==> src/rtl/elbeth_md_pkg.sv <==
// Shared types and constants for the ELBETH iterative multiply/divide unit.
package elbeth_md_pkg;

  localparam int unsigned XLEN          = 32;
  localparam int unsigned MD_ITERATIONS = 32;
  localparam int unsigned MD_CNT_W      = 6;

  localparam logic [31:0] MD_DIV_ZERO_Q = 32'hFFFFFFFF;
  localparam logic [31:0] MD_INT_MIN    = 32'h80000000;

  typedef enum logic [2:0] {
    OP_MUL    = 3'd0,
    OP_MULH   = 3'd1,
    OP_MULHSU = 3'd2,
    OP_MULHU  = 3'd3,
    OP_DIV    = 3'd4,
    OP_DIVU   = 3'd5,
    OP_REM    = 3'd6,
    OP_REMU   = 3'd7
  } md_op_t;

  typedef enum logic [1:0] {
    MD_IDLE = 2'd0,
    MD_CALC = 2'd1,
    MD_FIX  = 2'd2,
    MD_DONE = 2'd3
  } md_state_t;

  // Two's-complement magnitude when the value is to be treated as negative.
  function automatic logic [31:0] md_abs(input logic [31:0] v, input logic neg);
    return neg ? 32'(-v) : v;
  endfunction

endpackage

==> src/rtl/elbeth_md_div_core.sv <==
// Restoring divider step register: one shift-subtract step per enable.
// Only built when ELBETH_MUL_DIV_DIVIDER_EN is defined.
`ifdef ELBETH_MUL_DIV_DIVIDER_EN
module elbeth_md_div_core #(
  parameter int unsigned XLEN = 32
) (
  input  logic            clk,
  input  logic            rst,
  input  logic            load,
  input  logic            step,
  input  logic [XLEN-1:0] dividend,
  input  logic [XLEN-1:0] divisor,
  output logic [XLEN-1:0] quotient,
  output logic [XLEN-1:0] remainder
);

  logic [XLEN:0]   rem_q;
  logic [XLEN-1:0] quo_q;
  logic [XLEN-1:0] dvs_q;
  logic [XLEN+1:0] shifted;
  logic [XLEN+1:0] diff;
  logic            borrow;

  // Shift the next dividend bit in and trial-subtract; borrow means restore.
  assign shifted = {rem_q, quo_q[XLEN-1]};
  assign diff    = shifted - {2'b00, dvs_q};
  assign borrow  = diff[XLEN+1];

  always_ff @(posedge clk) begin
    if (rst) begin
      rem_q <= '0;
      quo_q <= '0;
      dvs_q <= '0;
    end else if (load) begin
      rem_q <= '0;
      quo_q <= dividend;
      dvs_q <= divisor;
    end else if (step) begin
      rem_q <= borrow ? shifted[XLEN:0] : diff[XLEN:0];
      quo_q <= {quo_q[XLEN-2:0], ~borrow};
    end
  end

  assign quotient  = quo_q;
  assign remainder = rem_q[XLEN-1:0];

endmodule
`endif

==> src/rtl/elbeth_mul_div.sv <==
// Iterative RISC-V M-extension multiply/divide unit (32 cycles per op).
// Divider datapath is present only when ELBETH_MUL_DIV_DIVIDER_EN is defined.
module elbeth_mul_div #(
  parameter int unsigned XLEN = 32
) (
  input  logic            clk,
  input  logic            rst,
  input  logic            md_start,
  input  logic [2:0]      md_op,
  input  logic [XLEN-1:0] md_operand_a,
  input  logic [XLEN-1:0] md_operand_b,
  input  logic            md_abort,
  output logic            md_busy,
  output logic            md_ready,
  output logic [XLEN-1:0] md_result
);

  import elbeth_md_pkg::*;

  md_state_t         state;
  md_op_t            op_q;
  logic [MD_CNT_W-1:0] cnt;
  logic [2*XLEN-1:0] acc;
  logic [XLEN-1:0]   mcand;
  logic              neg_res;

  md_op_t            start_op;
  logic              a_signed, b_signed, a_neg, b_neg;
  logic [XLEN-1:0]   mag_a, mag_b;
  logic [XLEN:0]     mul_sum;
  logic [2*XLEN-1:0] prod_fix;
  logic [XLEN-1:0]   mul_word;
  logic [XLEN-1:0]   fix_word;
  logic              accept;

  assign start_op = md_op_t'(md_op);
  assign accept   = (state == MD_IDLE) && md_start && !md_abort;

  // Operand signedness per funct3; unsigned ops and MUL low word never negate.
  assign a_signed = (start_op == OP_MULH) || (start_op == OP_MULHSU) ||
                    (start_op == OP_DIV)  || (start_op == OP_REM);
  assign b_signed = (start_op == OP_MULH) || (start_op == OP_DIV) ||
                    (start_op == OP_REM);
  assign a_neg    = a_signed && md_operand_a[XLEN-1];
  assign b_neg    = b_signed && md_operand_b[XLEN-1];
  assign mag_a    = md_abs(md_operand_a, a_neg);
  assign mag_b    = md_abs(md_operand_b, b_neg);

  // Radix-2 shift-add step: multiplier sits in the low half of acc.
  assign mul_sum  = {1'b0, acc[2*XLEN-1:XLEN]} + {1'b0, (acc[0] ? mcand : XLEN'(0))};
  assign prod_fix = neg_res ? (2*XLEN)'(-acc) : acc;
  assign mul_word = (op_q == OP_MUL) ? prod_fix[XLEN-1:0] : prod_fix[2*XLEN-1:XLEN];

`ifdef ELBETH_MUL_DIV_DIVIDER_EN
  logic            neg_rem;
  logic            start_div;
  logic            b_zero;
  logic            div_ovf;
  logic            special;
  logic [XLEN-1:0] special_val;
  logic [XLEN-1:0] div_quo, div_rem;
  logic [XLEN-1:0] q_fix, r_fix;
  logic            div_load, div_step;

  assign start_div = md_op[2];
  assign b_zero    = (md_operand_b == '0);
  assign div_ovf   = ((start_op == OP_DIV) || (start_op == OP_REM)) &&
                     (md_operand_a == MD_INT_MIN) && (md_operand_b == '1);
  assign special   = start_div && (b_zero || div_ovf);
  // md_op[1] selects the remainder flavour of a divide.
  assign special_val = md_op[1] ? (b_zero ? md_operand_a : XLEN'(0))
                                : (b_zero ? MD_DIV_ZERO_Q : MD_INT_MIN);

  assign div_load = accept && start_div && !special;
  assign div_step = (state == MD_CALC) && op_q[2];

  elbeth_md_div_core #(.XLEN(XLEN)) u_div_core (
    .clk       (clk),
    .rst       (rst),
    .load      (div_load),
    .step      (div_step),
    .dividend  (mag_a),
    .divisor   (mag_b),
    .quotient  (div_quo),
    .remainder (div_rem)
  );

  assign q_fix    = neg_res ? XLEN'(-div_quo) : div_quo;
  assign r_fix    = neg_rem ? XLEN'(-div_rem) : div_rem;
  assign fix_word = op_q[2] ? (op_q[1] ? r_fix : q_fix) : mul_word;
`else
  assign fix_word = mul_word;
`endif

  // Sequencer: abort has priority over everything except reset.
  always_ff @(posedge clk) begin
    if (rst) begin
      state     <= MD_IDLE;
      op_q      <= OP_MUL;
      cnt       <= '0;
      acc       <= '0;
      mcand     <= '0;
      neg_res   <= 1'b0;
`ifdef ELBETH_MUL_DIV_DIVIDER_EN
      neg_rem   <= 1'b0;
`endif
      md_busy   <= 1'b0;
      md_ready  <= 1'b0;
      md_result <= '0;
    end else if (md_abort) begin
      state    <= MD_IDLE;
      md_busy  <= 1'b0;
      md_ready <= 1'b0;
    end else begin
      md_ready <= 1'b0;
      unique case (state)
        MD_IDLE: begin
          if (md_start) begin
            op_q    <= start_op;
            cnt     <= '0;
            md_busy <= 1'b1;
            acc     <= {XLEN'(0), mag_b};
            mcand   <= mag_a;
            neg_res <= a_neg ^ b_neg;
            if (md_op[2]) begin
`ifdef ELBETH_MUL_DIV_DIVIDER_EN
              neg_rem <= a_neg;
              if (special) begin
                md_result <= special_val;
                md_ready  <= 1'b1;
                state     <= MD_DONE;
              end else begin
                state <= MD_CALC;
              end
`else
              md_result <= '0;
              md_ready  <= 1'b1;
              state     <= MD_DONE;
`endif
            end else begin
              state <= MD_CALC;
            end
          end
        end
        MD_CALC: begin
          cnt <= cnt + MD_CNT_W'(1);
          acc <= {mul_sum, acc[XLEN-1:1]};
          if (cnt == MD_CNT_W'(MD_ITERATIONS - 1)) begin
            state <= MD_FIX;
          end
        end
        MD_FIX: begin
          md_result <= fix_word;
          md_ready  <= 1'b1;
          state     <= MD_DONE;
        end
        MD_DONE: begin
          md_busy <= 1'b0;
          state   <= MD_IDLE;
        end
        default: state <= MD_IDLE;
      endcase
    end
  end

endmodule

==> config.mk <==
export PLATFORM = sky130hd
export DESIGN_NAME = elbeth_mul_div
export DESIGN_NICKNAME = d
export VERILOG_FILES = /design/src/rtl/elbeth_md_pkg.sv /design/src/rtl/elbeth_md_div_core.sv /design/src/rtl/elbeth_mul_div.sv
export SDC_FILE = /design/constraint.sdc
export NUM_CORES = 1
export LEC_CHECK = 0
export CELL_PAD_IN_SITES_DETAIL_PLACEMENT = 1
export CELL_PAD_IN_SITES_GLOBAL_PLACEMENT = 1
export CORE_MARGIN = 1.5
export CORE_UTILIZATION = 51
export CTS_CLUSTER_SIZE = 10
export DETAILED_ROUTE_END_ITERATION = 10
export DONT_BUFFER_PORTS = 1
export GPL_ROUTABILITY_DRIVEN = 0
export PLACE_DENSITY = 0.9
export SETUP_SLACK_MARGIN = 0.3
export SLEW_MARGIN = 20
export SYNTH_ARGS = -nofsm -noshare
export SYNTH_HDL_FRONTEND = slang
export SYNTH_HIERARCHICAL = 1
export SYNTH_SLANG_ARGS = --single-unit
==> constraint.sdc <==
create_clock -name clk -period 4.68 [get_ports clk]
set_input_delay 0.468 -clock clk [delete_from_list [all_inputs] [get_ports clk]]
set_output_delay 0.468 -clock clk [all_outputs]
set_load 0.02 [all_outputs]
Word level (Yosys, flattened, before mapping). Cells that the tools add are included.

Register bits: 142. Input bits: 71.

Bitwise operators: 2. Equal/unequal tests: 11. Mux-type cells: 21. $add $sub $neg: 5. Reduce and logical (&&, ||, !) cells: 18.

Operator list (count): $mux 32 (6); $mux 64 (2); $pmux 64 s2 (1); $neg 32->32 (2); $neg 64->64 (1); $pmux 32 s2 (1); $add 32x32->33 (1); $pmux 6 s2 (1); $pmux 2 s4 (1); $add 6x1->6 const B (1); $eq 3x3->1 const B (2); $eq 6x5->1 const B (1); $mux 2 (3); $mux 6 (1); $ne 2x2->1 const B (3); $reduce_and 3->1 (2); $reduce_bool 2->1 (3); $logic_or 1x1->1 (5); $eq 2x2->1 const B (2); $pmux 1 s2 (2); $reduce_and 2->1 (2); $reduce_and 4->1 (1); $eq 3x1->1 const B (1); $eq 3x2->1 const B (1); other kinds (8) (11).

Depth between registers and ports, before layout. Gate-level depths: netlist of the first run.

Depth in word-level cells: 7. Mapped depth: 14. Mapped depth without buffers: 12.

Worst setup path before layout of the first run. No wires, ideal clock.

Path type: register to register. From: register acc[0]. To: register md_result[24]. Library setup time: 0.123 ns. Cell stages (with the launch flop): 14. Required time: 4.557 ns. Period minus slack after synthesis: 2.850 ns. Arrival time: 2.728 ns. Slack: 1.830 ns. Cells stage by stage: dfxtp_1 buf_6 clkbuf_1 inv_1 ha_1 or3b_2 or3_1 buf_2 or3_1 o31ai_2 xor2_1 nor2_1 a31oi_1 o21ai_1.

Cells in the longest elaborated chain, start to end: 4.

Ends and longest elaborated chain: start, declared (line elbeth_mul_div.sv:23) `logic [2*XLEN-1:0] acc;`; start signal, assigned (line elbeth_mul_div.sv:122) `acc <= {XLEN'(0), mag_b};`; start signal, assigned (line elbeth_mul_div.sv:147) `acc <= {mul_sum, acc[XLEN-1:1]};`; $neg 64->64 (line elbeth_mul_div.sv:51) `assign prod_fix = neg_res ? (2*XLEN)'(-acc) : acc;`; $mux 64 (line elbeth_mul_div.sv:51); $mux 32 (line elbeth_mul_div.sv:52) `assign mul_word = (op_q == OP_MUL) ? prod_fix[XLEN-1:0] : prod_fix[2*XLEN-1:XLEN];`; $pmux 32 s2 (line elbeth_mul_div.sv:116) `unique case (state)`; end signal, assigned (line elbeth_mul_div.sv:153) `md_result <= fix_word;`; end, declared (line elbeth_mul_div.sv:15) `output logic [XLEN-1:0] md_result`.

Every way passes these cells. A chain may end at the register's enable or synchronous reset.

Final worst setup path of the first run.
From: register acc[0]. To: register acc[60].

Cells in the longest elaborated chain, start to end: 3.

Ends and longest elaborated chain: $mux 32 (line elbeth_mul_div.sv:50) `assign mul_sum = {1'b0, acc[2*XLEN-1:XLEN]} + {1'b0, (acc[0] ? mcand : XLEN'(0))};`; $add 32x32->33 (line elbeth_mul_div.sv:50); $pmux 64 s2 (line elbeth_mul_div.sv:116).

Every way passes these cells.

==> results of run 1 <==
-- layout make-up --
class                      instances  area [um^2]  share of cell area
multi-input combinational       1047         6670               0.632
sequential                       142         2850               0.270
clock buffer                      19          433              0.0410
tap                              260          325              0.0308
clock inverter                    13          118              0.0111
inverter                          28          105             0.00996
timing repair buffer               7         52.6             0.00498
-- cell usage in the layout, fill, tap and decap left out, types with 28 or more instances in the layout --
master,n
xnor2_1,53
inv_1,28
a21oi_1,78
nand2_1,173
a31oi_1,33
dfxtp_1,141
xor2_1,90
o21ai_0,90
ha_1,40
nor2_1,101
nand3_1,49
and2_1,36
-- layer usage --
metal | part of all wire | vias to the layer above | global-route usage
met3 | 0.071 | 56 | 0.0744
met2 | 0.46 | 317 | 0.513
li1 | - | 4549 | -
met5 | 0 | - | 0
met4 | 0.029 | 0 | 0.114
met1 | 0.44 | 4693 | 0.393
-- worst max-delay path, stage by stage, from the launching register on --
cell      delay [ps]
dfxtp_1          950
nand2_1          260
inv_1            110
ha_1             250
a211oi_1         310
nor2_1           130
o41ai_1          520
o311ai_0         380
a31oi_1          380
a21oi_1          170
a211oi_1         240
a221o_1          160
-- sequential cells by signal, indices dropped and copies added, names as in the netlist, 2 cells and up --
signal and count:
op_q 3, md_result 32, mcand 32, cnt 6
acc 64, state 2
-- worst max path at each step --
stage	to	slack [ps]	cells after the start
2_1_floorplan	md_result[24]$_SDFFE_PP0P_	1830	13
3_3_place_gp	acc[60]$_SDFFE_PP0P_	1010	10
3_5_place_dp	acc[60]$_SDFFE_PP0P_	880	10
4_1_cts	acc[60]$_SDFFE_PP0P_	830	10
5_1_grt	acc[60]$_SDFFE_PP0P_	300	11
6_report	acc[60]$_SDFFE_PP0P_	750	11
-- power by group --
| group | internal, uW | switching, uW |
|---|---|---|
| registers | 1260 | 66.9 |
| logic | 195 | 359 |
| clock network | 730 | 572 |
| total | 2180 | 998 |
-- stage by stage --
stage	std cells	total power, uW	instance area (um^2)
6_report	1516	3180	10600
5_1_grt	1516	3300	10600
4_1_cts	1516	3180	10500
3_5_place_dp	1484	1890	9990
3_3_place_gp	1484	1870	9990
2_1_floorplan	1295	1780	9940
-- kinds of logic (layout without fill, tap and decap cells) --
logic type               after synthesis  after routing  synth area share
AND/OR/NAND/NOR                      487            487             0.240
AO/OA/AOI/OAI                        373            373             0.248
XOR/XNOR                             143            143             0.126
flip-flops                           142            142             0.286
buffers and inverters                106             67            0.0453
adder cells (fa/ha/maj)               41             41            0.0524
multiplexers                           3              3           0.00302
==> results.json, run 1 <==
{
  "synthCells": 1295,
  "drtPass1Iterations": 5,
  "slew_violations": 0,
  "ys_top_cells_by_count": "nand2_1, dfxtp_1, nor2_1",
  "r2r-start": "acc[0]$_SDFFE_PP0P_",
  "ctsHoldBuffers": 0,
  "drive_above_1_share": 0.0549,
  "crit_path_start": "acc[0]$_SDFFE_PP0P_",
  "synthDistinctLibCells": 71,
  "grt_pass1_vias": 9724,
  "port_buffers": 0,
  "ir_drop_mv": 0.257,
  "cts_tree": "done",
  "timing.hold.ws_ps": 96.3,
  "critPathLaunchType": "flop",
  "hold_end": "mcand[1]$_SDFFE_PP0P_",
  "grt.total_usage": 0.311,
  "grt_pass1_wl_mm": 50.0,
  "seq_area_frac_synth": 0.286,
  "clock-sinks": 142,
  "period_needed_ps": 3930,
  "die_y_um": 143,
  "postSynthNetCount": 1407,
  "cts_setup_buffers": 0,
  "insertion_delay_ps": 440,
  "antenna_found_initial": 0,
  "hold_class": "in2reg",
  "worstPathMaxFanout": 37,
  "dp_hpwl_mm": 23.0,
  "synth_area_leaders": "dfxtp_1, xor2_1, nand2_1",
  "ctsResizeCount": 0,
  "ys_seq_elements": 142,
  "vias": 9615,
  "grt_overflow": 0,
  "yosysMostFrequentCell": "nand2_1",
  "grt_max_degree": 92,
  "pwr_density_cell_nw_per_um2": 301,
  "diodes": 0,
  "core-area_um2": 18900,
  "preCtsSetupSlack_ps": 881,
  "drtIter0Drc": 720,
  "cts.clk_slew.worst_paths_ps": 60,
  "criticalPathCategory": "reg2reg",
  "dieArea_um2": 20300,
  "outcome": "complete, no violations",
  "setup_tns_ps": 0,
  "rrSetupSlack_ps": 750,
  "cap_viol_max_count": 0,
  "final_core_util": 0.559,
  "postRouteWirelength_mm": 30.9,
  "relSlewSlack": 0.267,
  "syn-cell-area_um2": 9940,
  "area.growth.synth_to_final_pct": 6.14,
  "synth_edf_count": 0,
  "nets": 1355,
  "ant_nets": 0,
  "synth_top_area_share": 0.286,
  "cts_buffer_depth": 2,
  "initial_core_util": 0.526,
  "htreeDepth": 4,
  "fp-row-count": 50,
  "fillers": 2383,
  "wl_per_cell_um": 20.4,
  "r2r_cells": 11,
  "hold_start": "rst",
  "ys.flop_type": "dfxtp_1",
  "hold_viol": 0,
  "setup_slack_ps": 750,
  "clockRootBuffer": "clkbuf_16",
  "ios": 105,
  "syn-mean-instance-area_um2": 7.68,
  "period_share": 0.840,
  "cts_inserted_buffers": 17,
  "drcViolationCount": 0,
  "fin_skew_ps": 10.8,
  "vias_per_cell": 6.34,
  "yosysTopAreaCell": "dfxtp_1",
  "rsz0062_at_grt": "false",
  "setup_viol": 0,
  "yosys_warnings": 6,
  "fmax_mhz": 254,
  "postSynth.asyncResetShare": 0,
  "tightest_slew_ps": 1090,
  "worstPathRequired_ps": 5060,
  "leakage_uw": 0.00392,
  "dieWidth_um": 143,
  "r2r-end": "acc[60]$_SDFFE_PP0P_",
  "holdPathStages": 1,
  "arrival_ps": 4310,
  "end_kind": "flop"
}
Power figures use the tool's default switching activity.
==> run 2, diff against run 1 <==
--- a/config.mk
+++ b/config.mk
@@ -8,12 +8,12 @@
 export CELL_PAD_IN_SITES_DETAIL_PLACEMENT = 1
 export CELL_PAD_IN_SITES_GLOBAL_PLACEMENT = 1
 export CORE_MARGIN = 1.5
-export CORE_UTILIZATION = 51
+export CORE_UTILIZATION = 48
 export CTS_CLUSTER_SIZE = 10
 export DETAILED_ROUTE_END_ITERATION = 10
 export DONT_BUFFER_PORTS = 1
 export GPL_ROUTABILITY_DRIVEN = 0
-export PLACE_DENSITY = 0.9
+export PLACE_DENSITY = 0.86
 export SETUP_SLACK_MARGIN = 0.3
 export SLEW_MARGIN = 20
 export SYNTH_ARGS = -nofsm -noshare
==> constraint.sdc (replaced) <==
create_clock -name clk -period 4 [get_ports clk]
set_input_delay 0.4 -clock clk [delete_from_list [all_inputs] [get_ports clk]]
set_output_delay 0.4 -clock clk [all_outputs]
set_load 0.02 [all_outputs]
==> results.json, run 2 (synthesized netlist as in run 1, its figures left out) <==
{
  "outcome": "complete, no violations",
  "grt.total_usage": 0.291,
  "insertion_delay_ps": 440,
  "dieWidth_um": 147,
  "ctsHoldBuffers": 0,
  "cts_setup_buffers": 0,
  "vias": 9545,
  "finalPower_uw": 3790,
  "drive_above_1_share": 0.0604,
  "crit_chain": "buf_4, and2_1, ha_1, o211ai_1, nand2_1, o41ai_1, buf_4, o311ai_0, a31oi_1, a21oi_1, a211oi_1, a221o_1",
  "fin_skew_ps": 11.2,
  "rsz0062_at_grt": "false",
  "fillers": 2546,
  "grt_max_degree": 92,
  "setup_tns_ps": 0,
  "stdcell_count": 1529,
  "area.growth.synth_to_final_pct": 6.95,
  "hold_viol": 0,
  "dpl_cell_area_um2": 10000,
  "core-area_um2": 20300,
  "p_int_uw": 2630,
  "diodes": 0,
  "switching_share": 0.307,
  "mostFrequentLayoutCell": "nand2_1",
  "ant_nets": 0,
  "antenna_found_initial": 0,
  "top_register": "acc",
  "port_buffers": 0,
  "die_y_um": 147,
  "criticalPathCategory": "reg2reg",
  "worstPathRequired_ps": 4320,
  "setup_viol": 0,
  "slew_violations": 0,
  "mostFrequentLayoutCells": "nand2_1, dfxtp_1, nor2_1",
  "pwr_density_cell_nw_per_um2": 356,
  "critical-path-max-stage-delay_ps": 650,
  "htreeDepth": 4,
  "drtIter0Drc": 620,
  "cts_inserted_buffers": 17,
  "leakage_uw": 0.00397,
  "vias_per_cell": 6.24,
  "dp_hpwl_mm": 23.1,
  "placed_cells": 1497,
  "critPathLaunchType": "flop",
  "cts_tree": "done",
  "power.clock.fraction": 0.419,
  "hold_class": "in2reg",
  "fp-row-count": 52,
  "final_cell_area_um2": 10600,
  "drtPass1Iterations": 8,
  "crit_slowest_cell": "o311ai_0",
  "arrival_ps": 3760,
  "grt_pass1_wl_mm": 50.2,
  "seq_power_share": 0.409,
  "end_kind": "flop",
  "largest_reg_flops": 64,
  "period_share": 0.858,
  "fmax_mhz": 291,
  "relSlewSlack": 0.292,
  "crit_path_frequent_cell": "buf_4",
  "cap_viol_max_count": 0,
  "clock-sinks": 142,
  "wl_per_cell_um": 20.4,
  "nets": 1358,
  "drcViolationCount": 0,
  "top_regs": "acc x64, mcand x32, md_result x32",
  "p_comb_frac": 0.173,
  "ios": 105,
  "worstPathMaxFanout": 22,
  "tightest_slew_ps": 1050,
  "grt_pass1_vias": 9538,
  "cts_buffer_depth": 2,
  "ctsResizeCount": 0,
  "grt_overflow": 0,
  "postRouteWirelength_mm": 31.2,
  "switchingPower_uw": 1160,
  "period_needed_ps": 3430,
  "clockRootBuffer": "clkbuf_16",
  "dieArea_um2": 21600,
  "ir_drop_mv": 0.263,
  "cts.clk_slew.worst_paths_ps": 60,
  "initial_core_util": 0.490
}
## run 2: cell types whose count changed in the layout (fill, tap and decap cells not counted), sizes merged
cell      change
clkinvlp      -3
buf           +3
clkinv        -1
inv           +2
clkbuf        +2
## run 2: layout make-up
| cell class | instances | area (um^2) | area share |
|---|---|---|---|
| multi-input cells | 1047 | 6670 | 0.627 |
| flip-flops and latches | 142 | 2850 | 0.268 |
| clock buffers | 21 | 480 | 0.0452 |
| well taps | 270 | 338 | 0.0318 |
| inverters | 28 | 105 | 0.00988 |
| clock inverters | 11 | 104 | 0.00977 |
| repair buffers | 10 | 87.6 | 0.00824 |
## run 2: path summary, 6_finish.rpt
kind,from,to,slack [ps],depth (start not counted)
worst max-delay path,acc[0]$_SDFFE_PP0P_,acc[60]$_SDFFE_PP0P_,570,12
worst min-delay path,md_abort,md_busy$_SDFFE_PP0P_,30,1
worst max register to register,acc[0]$_SDFFE_PP0P_,acc[60]$_SDFFE_PP0P_,570,12
worst min register to register,mcand[31]$_SDFFE_PP0P_,mcand[31]$_SDFFE_PP0P_,460,2
## run 2: power groups by stage
| stage | Combinational (uW) | Clock [uW] | Sequential, uW |
|---|---|---|---|
| floorplan | 542 | 0 | 1540 |
| global placement | 620 | 0 | 1570 |
| detailed placement | 640 | 0 | 1580 |
| CTS | 651 | 1600 | 1550 |
| global route | 723 | 1660 | 1560 |
| finish | 655 | 1590 | 1550 |
## run 2: critical path, delay by kind of cell (launching register included)
| kind | cells | cell delay [ps] |
|---|---|---|
| buffers and inverters | 2 | 420 |
| DFF | 1 | 570 |
| AOI/OAI and AO/OA | 7 | 1860 |
| and+or+nand+nor | 2 | 250 |
| adders and majority gates | 1 | 210 |
## run 2: through the flow
step                 util  setup slack [ps]  hold WS (ps)
floorplan               -              1150           427
global placement    0.495               515           434
detailed placement  0.495               404           449
CTS                 0.524               334          17.5
global route        0.524               376          7.35
finish              0.524               567          29.3
## run 2: per-layer routing
metal,wire length [um],vias to the layer above,part of all wire,global-route usage
li1,-,4557,-,-
met2,14400,278,0.46,0.482
met1,14200,4659,0.45,0.384
met5,0,-,0,0
met4,694,0,0.022,0.0850
met3,1910,51,0.061,0.0575
